[src/rtl/seg_pkg.sv]
`default_nettype none
// ==== seg_pkg: segment patterns, digit codes and FSM states for seg_scan_decoder
// ==== Revision: 1.0
package seg_pkg;

  typedef logic [3:0] digit_t;

  localparam logic [6:0] SEG_0    = 7'b1111110;
  localparam logic [6:0] SEG_1    = 7'b0110000;
  localparam logic [6:0] SEG_2    = 7'b1101101;
  localparam logic [6:0] SEG_3    = 7'b1111001;
  localparam logic [6:0] SEG_4    = 7'b0110011;
  localparam logic [6:0] SEG_5    = 7'b1011011;
  localparam logic [6:0] SEG_6    = 7'b1011111;
  localparam logic [6:0] SEG_7    = 7'b1110000;
  localparam logic [6:0] SEG_8    = 7'b1111111;
  localparam logic [6:0] SEG_9    = 7'b1111011;
  localparam logic [6:0] SEG_DASH = 7'b0000001;

  localparam digit_t DIG_DASH = 4'hA;
  localparam digit_t DIG_BAD  = 4'hF;

  localparam logic [1:0] SEL_TENS = 2'b10;
  localparam logic [1:0] SEL_ONES = 2'b01;

  typedef enum logic [1:0] {
    S_TENS = 2'd0,
    S_ONES = 2'd1,
    S_EMIT = 2'd2
  } state_e;

endpackage
`default_nettype wire

[src/rtl/seg_pattern_decode.sv]
`default_nettype none
// ==== seg_pattern_decode: combinational seven-segment pattern to digit code
// ==== Revision: 1.0
module seg_pattern_decode
  import seg_pkg::*;
(
  input  logic [6:0] seg,
  output digit_t     code
);

  always_comb begin
    code = DIG_BAD;
    case (seg)
      SEG_0:    code = 4'd0;
      SEG_1:    code = 4'd1;
      SEG_2:    code = 4'd2;
      SEG_3:    code = 4'd3;
      SEG_4:    code = 4'd4;
      SEG_5:    code = 4'd5;
      SEG_6:    code = 4'd6;
      SEG_7:    code = 4'd7;
      SEG_8:    code = 4'd8;
      SEG_9:    code = 4'd9;
      SEG_DASH: code = DIG_DASH;
      default:  code = DIG_BAD;
    endcase
  end

endmodule
`default_nettype wire

[src/rtl/seg_scan_decoder.sv]
`default_nettype none
// ==== seg_scan_decoder: debounces a multiplexed 7-seg bus and rebuilds the 2-digit value
// ==== Revision: 1.0
module seg_scan_decoder
  import seg_pkg::*;
#(
  parameter int NUM_WIDTH     = 7,
  parameter int STABLE_CYCLES = 4
) (
  input  logic                 clk,
  input  logic                 rst_n,
  input  logic [6:0]           seg,
  input  logic [1:0]           dig_sel,
  output logic [NUM_WIDTH-1:0] number,
  output logic                 num_valid,
  output logic                 dash,
  output logic                 err
);

  localparam int CW = $clog2(STABLE_CYCLES + 1);
  localparam logic [CW-1:0] CNT_MAX = CW'(STABLE_CYCLES);
  localparam logic [CW-1:0] CNT_ACC = CW'(STABLE_CYCLES - 2);

  logic [6:0]           seg_q;
  logic [1:0]           sel_q;
  logic [CW-1:0]        cnt_q, cnt_d;
  state_e               state_q, state_d;
  digit_t               tens_q, tens_d, ones_q, ones_d;
  logic [NUM_WIDTH-1:0] number_q, number_d;
  logic                 valid_q, valid_d, dash_q, dash_d, err_q, err_d;
  digit_t               code;
  logic                 blank, same, accept;

  seg_pattern_decode u_dec (
    .seg  (seg_q),
    .code (code)
  );

  assign blank = ~(dig_sel[1] ^ dig_sel[0]);
  assign same  = (seg == seg_q) && (dig_sel == sel_q);
  // Fires once per hold: the counter saturates past this value.
  assign accept = !blank && same && (cnt_q == CNT_ACC);

  always_comb begin
    cnt_d = '0;
    if (!blank && same) begin
      cnt_d = (cnt_q == CNT_MAX) ? cnt_q : cnt_q + 1'b1;
    end
  end

  always_comb begin
    state_d  = state_q;
    tens_d   = tens_q;
    ones_d   = ones_q;
    number_d = number_q;
    dash_d   = dash_q;
    err_d    = err_q;
    valid_d  = 1'b0;
    case (state_q)
      S_TENS: begin
        if (accept && sel_q == SEL_TENS) begin
          tens_d  = code;
          state_d = S_ONES;
        end
      end
      S_ONES: begin
        if (accept && sel_q == SEL_TENS) begin
          tens_d = code;
        end else if (accept && sel_q == SEL_ONES) begin
          ones_d  = code;
          state_d = S_EMIT;
        end
      end
      S_EMIT: begin
        dash_d  = (tens_q == DIG_DASH) || (ones_q == DIG_DASH);
        err_d   = (tens_q == DIG_BAD) || (ones_q == DIG_BAD);
        // Any non-numeric digit invalidates the whole value.
        if (tens_q > 4'd9 || ones_q > 4'd9) begin
          number_d = '0;
        end else begin
          number_d = NUM_WIDTH'(tens_q) * NUM_WIDTH'(10) + NUM_WIDTH'(ones_q);
        end
        valid_d = 1'b1;
        state_d = S_TENS;
      end
      default: state_d = S_TENS;
    endcase
  end

  always_ff @(posedge clk or negedge rst_n) begin
    if (!rst_n) begin
      seg_q    <= '0;
      sel_q    <= '0;
      cnt_q    <= '0;
      state_q  <= S_TENS;
      tens_q   <= '0;
      ones_q   <= '0;
      number_q <= '0;
      valid_q  <= 1'b0;
      dash_q   <= 1'b0;
      err_q    <= 1'b0;
    end else begin
      seg_q    <= seg;
      sel_q    <= dig_sel;
      cnt_q    <= cnt_d;
      state_q  <= state_d;
      tens_q   <= tens_d;
      ones_q   <= ones_d;
      number_q <= number_d;
      valid_q  <= valid_d;
      dash_q   <= dash_d;
      err_q    <= err_d;
    end
  end

  assign number    = number_q;
  assign num_valid = valid_q;
  assign dash      = dash_q;
  assign err       = err_q;

endmodule
`default_nettype wire

[config.mk]
export PLATFORM = sky130hd
export DESIGN_NAME = seg_scan_decoder
export DESIGN_NICKNAME = d
export VERILOG_FILES = /design/src/rtl/seg_pkg.sv /design/src/rtl/seg_pattern_decode.sv /design/src/rtl/seg_scan_decoder.sv
export SDC_FILE = /design/constraint.sdc
export NUM_CORES = 1
export LEC_CHECK = 0
export CORE_ASPECT_RATIO = 1.75
export CORE_UTILIZATION = 40
export CTS_CLUSTER_DIAMETER = 30
export CTS_CLUSTER_SIZE = 30
export DETAILED_ROUTE_END_ITERATION = 8
export GPL_ROUTABILITY_DRIVEN = 0
export PLACE_DENSITY = 0.67
export SKIP_LAST_GASP = 1
export SLEW_MARGIN = 0
export SYNTH_ARGS = -nofsm -noshare
export SYNTH_HDL_FRONTEND = slang
export SYNTH_SLANG_ARGS = --single-unit
[constraint.sdc]
create_clock -name clk -period 2.2 [get_ports clk]
set_input_delay 0.44 -clock clk [delete_from_list [all_inputs] [get_ports clk]]
set_output_delay 0.44 -clock clk [all_outputs]
set_load 0.005 [all_outputs]
==> impl_results.html <==
<table>
<tr><th>Metric</th><th>Value</th></tr>
<tr><th colspan="2">Outcome</th></tr>
<tr><td>Run status</td><td>finished, final reports clean</td></tr>
<tr><th colspan="2">Clock tree</th></tr>
<tr><td>Number of buffers inserted during clock tree synthesis</td><td>5</td></tr>
<tr><td>CTS H-Tree Depth</td><td>2</td></tr>
<tr><td>Post_cts resized</td><td>0</td></tr>
<tr><td>Number of post-CTS setup repair buffers</td><td>0</td></tr>
<tr><td>Clk pin slew, worst setup/hold paths</td><td>around 0.070 ns</td></tr>
<tr><td>Max clock buf depth</td><td>2</td></tr>
<tr><td>Clk root buf</td><td>sky130_fd_sc_hd__clkbuf_8</td></tr>
<tr><td>CTS Hold Buffers Added</td><td>0</td></tr>
<tr><td>Clock latency on the worst-skew pair</td><td>0.29 ns</td></tr>
<tr><td>Number of sinks driven by the clock tree</td><td>32</td></tr>
<tr><td>TritonCTS clock tree</td><td>done</td></tr>
<tr><th colspan="2">Route</th></tr>
<tr><td>Post-Route WL</td><td>roughly 3300 um</td></tr>
<tr><td>Routed Antenna Nets</td><td>0</td></tr>
<tr><td>Remaining design rule violation count</td><td>0</td></tr>
<tr><td>Via-per-instance ratio</td><td>roughly 5.2</td></tr>
<tr><td>Overall via count from detail_route</td><td>roughly 1300</td></tr>
<tr><td>DRC violation total after the first TritonRoute iteration</td><td>24</td></tr>
<tr><td>Routed WL per cell</td><td>approximately 13 um</td></tr>
<tr><td>First-pass iteration count of the detailed router</td><td>4</td></tr>
<tr><th colspan="2">Placement</th></tr>
<tr><td>Count of buffers inserted at the top-level ports</td><td>20</td></tr>
<tr><td>Detailed placer's ending HPWL</td><td>2533 um</td></tr>
<tr><th colspan="2">Power and ir drop</th></tr>
<tr><td>Switching power as a share of total power</td><td>0.2066</td></tr>
<tr><td>Cell internal power dissipation</td><td>approximately 1.0 mW</td></tr>
<tr><td>Clock Power Share</td><td>0.468</td></tr>
<tr><td>Max VDD drop</td><td>about 0.00039 V</td></tr>
<tr><td>Static leakage</td><td>slightly above 1 nW</td></tr>
<tr><td>Sequential share of power</td><td>0.470</td></tr>
<tr><td>Combinational share of power</td><td>0.062</td></tr>
<tr><td>Net switching power figure</td><td>~270 uW</td></tr>
<tr><td>Areal power density over the cells</td><td>~580 mW/mm^2</td></tr>
<tr><th colspan="2">Hold path</th></tr>
<tr><td>Worst-case hold path end point</td><td>number[1]$_DFFE_PN0P_</td></tr>
<tr><td>Hold Crit Class</td><td>flip-flop to flip-flop</td></tr>
<tr><td>Hold Path Origin</td><td>number[1]$_DFFE_PN0P_</td></tr>
<tr><td>Instance count along the most critical hold path</td><td>2</td></tr>
<tr><th colspan="2">Floorplanning</th></tr>
<tr><td>Number of top-level pins</td><td>21</td></tr>
<tr><td>Starting utilization of the core area</td><td>0.4185</td></tr>
<tr><td>Overall die area</td><td>roughly 0.0049 mm^2</td></tr>
<tr><td>Core Area</td><td>0.004404 mm^2</td></tr>
<tr><td>Horizontal die dimension</td><td>about 53 um</td></tr>
<tr><td>Vert. Die Dim</td><td>~90 um</td></tr>
<tr><td>Number of rows in the core area</td><td>32</td></tr>
<tr><th colspan="2">GRT</th></tr>
<tr><td>Global-route wire length before repair</td><td>around 5900 um</td></tr>
<tr><td>Largest net degree at the start of global routing</td><td>33</td></tr>
<tr><td>Global routing usage summed across all routing layers</td><td>0.1666</td></tr>
<tr><td>Vias in the first global route</td><td>1303</td></tr>
<tr><td>Remaining global-route overflow</td><td>0</td></tr>
<tr><td>Initial antenna violation count</td><td>0</td></tr>
<tr><th colspan="2">Synth</th></tr>
<tr><td>Post-synthesis async set-or-reset flop share</td><td>1.000</td></tr>
<tr><td>Number of flops mapped to enable cells by yosys</td><td>0</td></tr>
<tr><td>Post-synth net total</td><td>194</td></tr>
<tr><td>Most common flop cell mapped by yosys</td><td>sky130_fd_sc_hd__dfrtp_1</td></tr>
<tr><td>Flops &amp; latches, synth</td><td>32</td></tr>
<tr><td>Post-synth design cell area</td><td>between 0.0015 and 0.002 mm^2</td></tr>
<tr><td>Cells after Synth</td><td>~170</td></tr>
<tr><td>Yosys Warn Count</td><td>0</td></tr>
<tr><td>Count of cell types in the netlist</td><td>48</td></tr>
<tr><td>Portion of the post-synthesis area used by sequential elements</td><td>0.4345</td></tr>
<tr><td>Average size of a mapped cell</td><td>~11 um^2</td></tr>
<tr><th colspan="2">Final layout</th></tr>
<tr><td>Diode count</td><td>0</td></tr>
<tr><td>Share of layout cells above drive strength 1</td><td>0.1443</td></tr>
<tr><td>Number of filler cells placed in the layout</td><td>roughly 400</td></tr>
<tr><td>Final standard cell utilization of the core</td><td>0.5111</td></tr>
<tr><td>Number of nets in the final layout</td><td>approximately 220</td></tr>
<tr><td>Area of the multi-input gates</td><td>about 960 um^2</td></tr>
<tr><td>Area occupied by registers</td><td>between 800 and 900 um^2</td></tr>
<tr><td>Area growth from synthesis to layout</td><td>22.13%</td></tr>
<tr><th colspan="2">Worst setup path</th></tr>
<tr><td>Reg2reg end</td><td>number[6]$_DFFE_PN0P_</td></tr>
<tr><td>Worst endpoint required time</td><td>2.37 ns</td></tr>
<tr><td>Reg2Reg Launch Point</td><td>tens_q[1]$_DFFE_PN0P_</td></tr>
<tr><td>Crit path launch type</td><td>input port</td></tr>
<tr><td>Worst R2R Path Depth</td><td>7</td></tr>
<tr><td>Worst path arrival time</td><td>~2.2 ns</td></tr>
<tr><td>CP max FO</td><td>5</td></tr>
<tr><td>Critical Path End Type</td><td>flip-flop</td></tr>
<tr><td>CP Class</td><td>input port to flip-flop</td></tr>
<tr><td>Reg2reg setup slack</td><td>0.20 ns</td></tr>
<tr><th colspan="2">Timing</th></tr>
<tr><td>Worst Max-Slew Pin Slew</td><td>between 0.4 and 0.5 ns</td></tr>
<tr><td>Max-slew headroom at the worst pin</td><td>0.6980</td></tr>
<tr><td>Hold slack final</td><td>between 0.4 and 0.5 ns</td></tr>
<tr><td>Final setup TNS</td><td>0 ns</td></tr>
<tr><td>Highest achievable clock rate</td><td>0.4867 GHz</td></tr>
<tr><td>Final hold violations</td><td>0</td></tr>
<tr><td>Final setup violation count</td><td>0</td></tr>
<tr><td>RSZ-0062 raised after global routing</td><td>no</td></tr>
<tr><td>Post-Route Skew</td><td>0.003166 ns</td></tr>
<tr><td>Post-route minimum period</td><td>2.055 ns</td></tr>
<tr><td>Max Transition Viols Final</td><td>0</td></tr>
<tr><td>Period utilization</td><td>0.9340</td></tr>
<tr><th colspan="2">Flow run</th></tr>
<tr><td>Count of max-cap constraint violations</td><td>0</td></tr>
</table>
-- registers in the layout (all words and copies together) (netlist names) --
signal     count
state_q        2
seg_q          7
sel_q          2
dash           1
ones_q         4
tens_q         4
err            1
cnt_q          3
number         7
num_valid      1
-- per-stage QoR --
stage / cells / power, mW / area, um^2 / worst slack [ns]
after floorplan: 172 / 0.6700 / 1843 / 0.3102
after global placement: 244 / 0.7102 / 2125 / -0.1182
after detailed placement: 244 / 0.7113 / 2125 / -0.1668
after CTS: 252 / 1.330 / 2251 / 0.1266
after global routing: 252 / 1.366 / 2251 / 0.06484
final: 252 / 1.313 / 2251 / 0.1452
-- synthesized netlist by cell type (2+ instances only) --
cell type	count	area, um^2
sky130_fd_sc_hd__nand3_1	6	30.03
sky130_fd_sc_hd__o21ai_1	2	10.01
sky130_fd_sc_hd__or3_1	2	12.51
sky130_fd_sc_hd__nand4_1	5	31.28
sky130_fd_sc_hd__a21o_1	2	15.01
sky130_fd_sc_hd__mux2i_1	3	30.03
sky130_fd_sc_hd__nor3_1	4	20.02
sky130_fd_sc_hd__xnor2_1	7	61.31
sky130_fd_sc_hd__a31oi_1	2	12.51
sky130_fd_sc_hd__fa_1	2	40.04
sky130_fd_sc_hd__nand2b_1	3	18.77
sky130_fd_sc_hd__mux2_1	3	33.78
sky130_fd_sc_hd__nand4b_1	2	17.52
sky130_fd_sc_hd__and4bb_1	2	25.02
sky130_fd_sc_hd__inv_1	11	41.29
sky130_fd_sc_hd__ha_1	9	112.6
sky130_fd_sc_hd__nor2_1	11	41.29
sky130_fd_sc_hd__nand2_1	14	52.55
sky130_fd_sc_hd__buf_2	4	20.02
sky130_fd_sc_hd__xnor2_2	3	48.80
sky130_fd_sc_hd__dfrtp_1	32	800.8
sky130_fd_sc_hd__mux2_4	3	45.04
sky130_fd_sc_hd__xor2_1	4	35.03
sky130_fd_sc_hd__o21ai_0	10	50.05
sky130_fd_sc_hd__a21oi_1	3	15.01
-- layout make-up --
type	count	share of cell area
sequential	32	0.3558
inverter	11	0.01834
tap	51	0.02835
timing repair buffer	28	0.1156
clock inverter	1	0.01334
multi-input combinational	122	0.4258
clock buffer	7	0.04280
-- layout by cell type (no fill, tap or decap), types with 2 or more instances in the layout --
cell | synthesis | layout
sky130_fd_sc_hd__inv_1 | 11 | 11
sky130_fd_sc_hd__dfrtp_1 | 32 | 32
sky130_fd_sc_hd__and4bb_1 | 2 | 2
sky130_fd_sc_hd__nand3_1 | 6 | 6
sky130_fd_sc_hd__nand4_1 | 5 | 5
sky130_fd_sc_hd__mux2i_1 | 3 | 3
sky130_fd_sc_hd__clkbuf_8 | 0 | 7
sky130_fd_sc_hd__clkdlybuf4s50_1 | 0 | 20
sky130_fd_sc_hd__nor2_1 | 11 | 11
sky130_fd_sc_hd__mux2_1 | 3 | 3
sky130_fd_sc_hd__nand2b_1 | 3 | 3
sky130_fd_sc_hd__a21o_1 | 2 | 2
sky130_fd_sc_hd__nand4b_1 | 2 | 2
sky130_fd_sc_hd__nor3_1 | 4 | 4
sky130_fd_sc_hd__a31oi_1 | 2 | 2
sky130_fd_sc_hd__mux2_4 | 3 | 3
sky130_fd_sc_hd__o21ai_0 | 10 | 10
sky130_fd_sc_hd__nand2_1 | 14 | 14
sky130_fd_sc_hd__xnor2_1 | 7 | 7
sky130_fd_sc_hd__xor2_1 | 4 | 4
sky130_fd_sc_hd__o21ai_1 | 2 | 2
sky130_fd_sc_hd__fa_1 | 2 | 2
sky130_fd_sc_hd__ha_1 | 9 | 9
sky130_fd_sc_hd__or3_1 | 2 | 2
sky130_fd_sc_hd__xnor2_2 | 3 | 3
sky130_fd_sc_hd__a21oi_1 | 3 | 3
sky130_fd_sc_hd__buf_4 | 1 | 8
-- power groups by stage --
stage | Combinational (mW) | Clock [mW] | Sequential, mW
after floorplan | 0.0577 | 0 | 0.612
after global placement | 0.0823 | 0 | 0.628
after detailed placement | 0.0837 | 0 | 0.628
after CTS | 0.0837 | 0.630 | 0.616
after global routing | 0.0909 | 0.656 | 0.619
final | 0.0819 | 0.614 | 0.617
-- critical path, stage by stage --
cell,delay (ns)
sky130_fd_sc_hd__clkdlybuf4s50_1,0.44
sky130_fd_sc_hd__and4bb_1,0.28
sky130_fd_sc_hd__o2111ai_2,0.18
sky130_fd_sc_hd__nor4_4,0.37
sky130_fd_sc_hd__nand4b_4,0.19
sky130_fd_sc_hd__mux2_4,0.34
-- metal layers --
layer | global-route usage | wire length (um) | vias to the layer above
li1 | - | - | 661
met1 | 0.1691 | 1265 | 622
met2 | 0.2927 | 1867 | 19
met3 | 0.03980 | 80 | 5
met4 | 0.09211 | 96 | 0
met5 | 0 | 0 | -
-- how the worst max path moves through the flow --
stage,start,endpoint,slack (ns),cells past startpoint
finish,dig_sel[1],ones_q[1]$_DFFE_PN0P_,0.15,6
global route,tens_q[1]$_DFFE_PN0P_,number[6]$_DFFE_PN0P_,0.06,7
CTS,dig_sel[1],ones_q[1]$_DFFE_PN0P_,0.13,6
detailed placement,dig_sel[1],ones_q[1]$_DFFE_PN0P_,-0.17,6
global placement,dig_sel[0],ones_q[1]$_DFFE_PN0P_,-0.12,6
floorplan,tens_q[1]$_DFFE_PN0P_,number[6]$_DFFE_PN0P_,0.31,7
-- logic make-up (layout without fill, tap and decap cells) --
group | count (synthesis) | in the layout | synth area share
and+or+nand+nor | 63 | 63 | 0.2132
DFF | 32 | 32 | 0.4345
muxes | 9 | 9 | 0.05906
buffers and inverters | 18 | 47 | 0.04549
adders and majority gates | 11 | 11 | 0.08283
xor gates and xnor gates | 14 | 14 | 0.07875
AOI/OAI and AO/OA | 25 | 25 | 0.08622
Power figures use the tool's default switching activity.
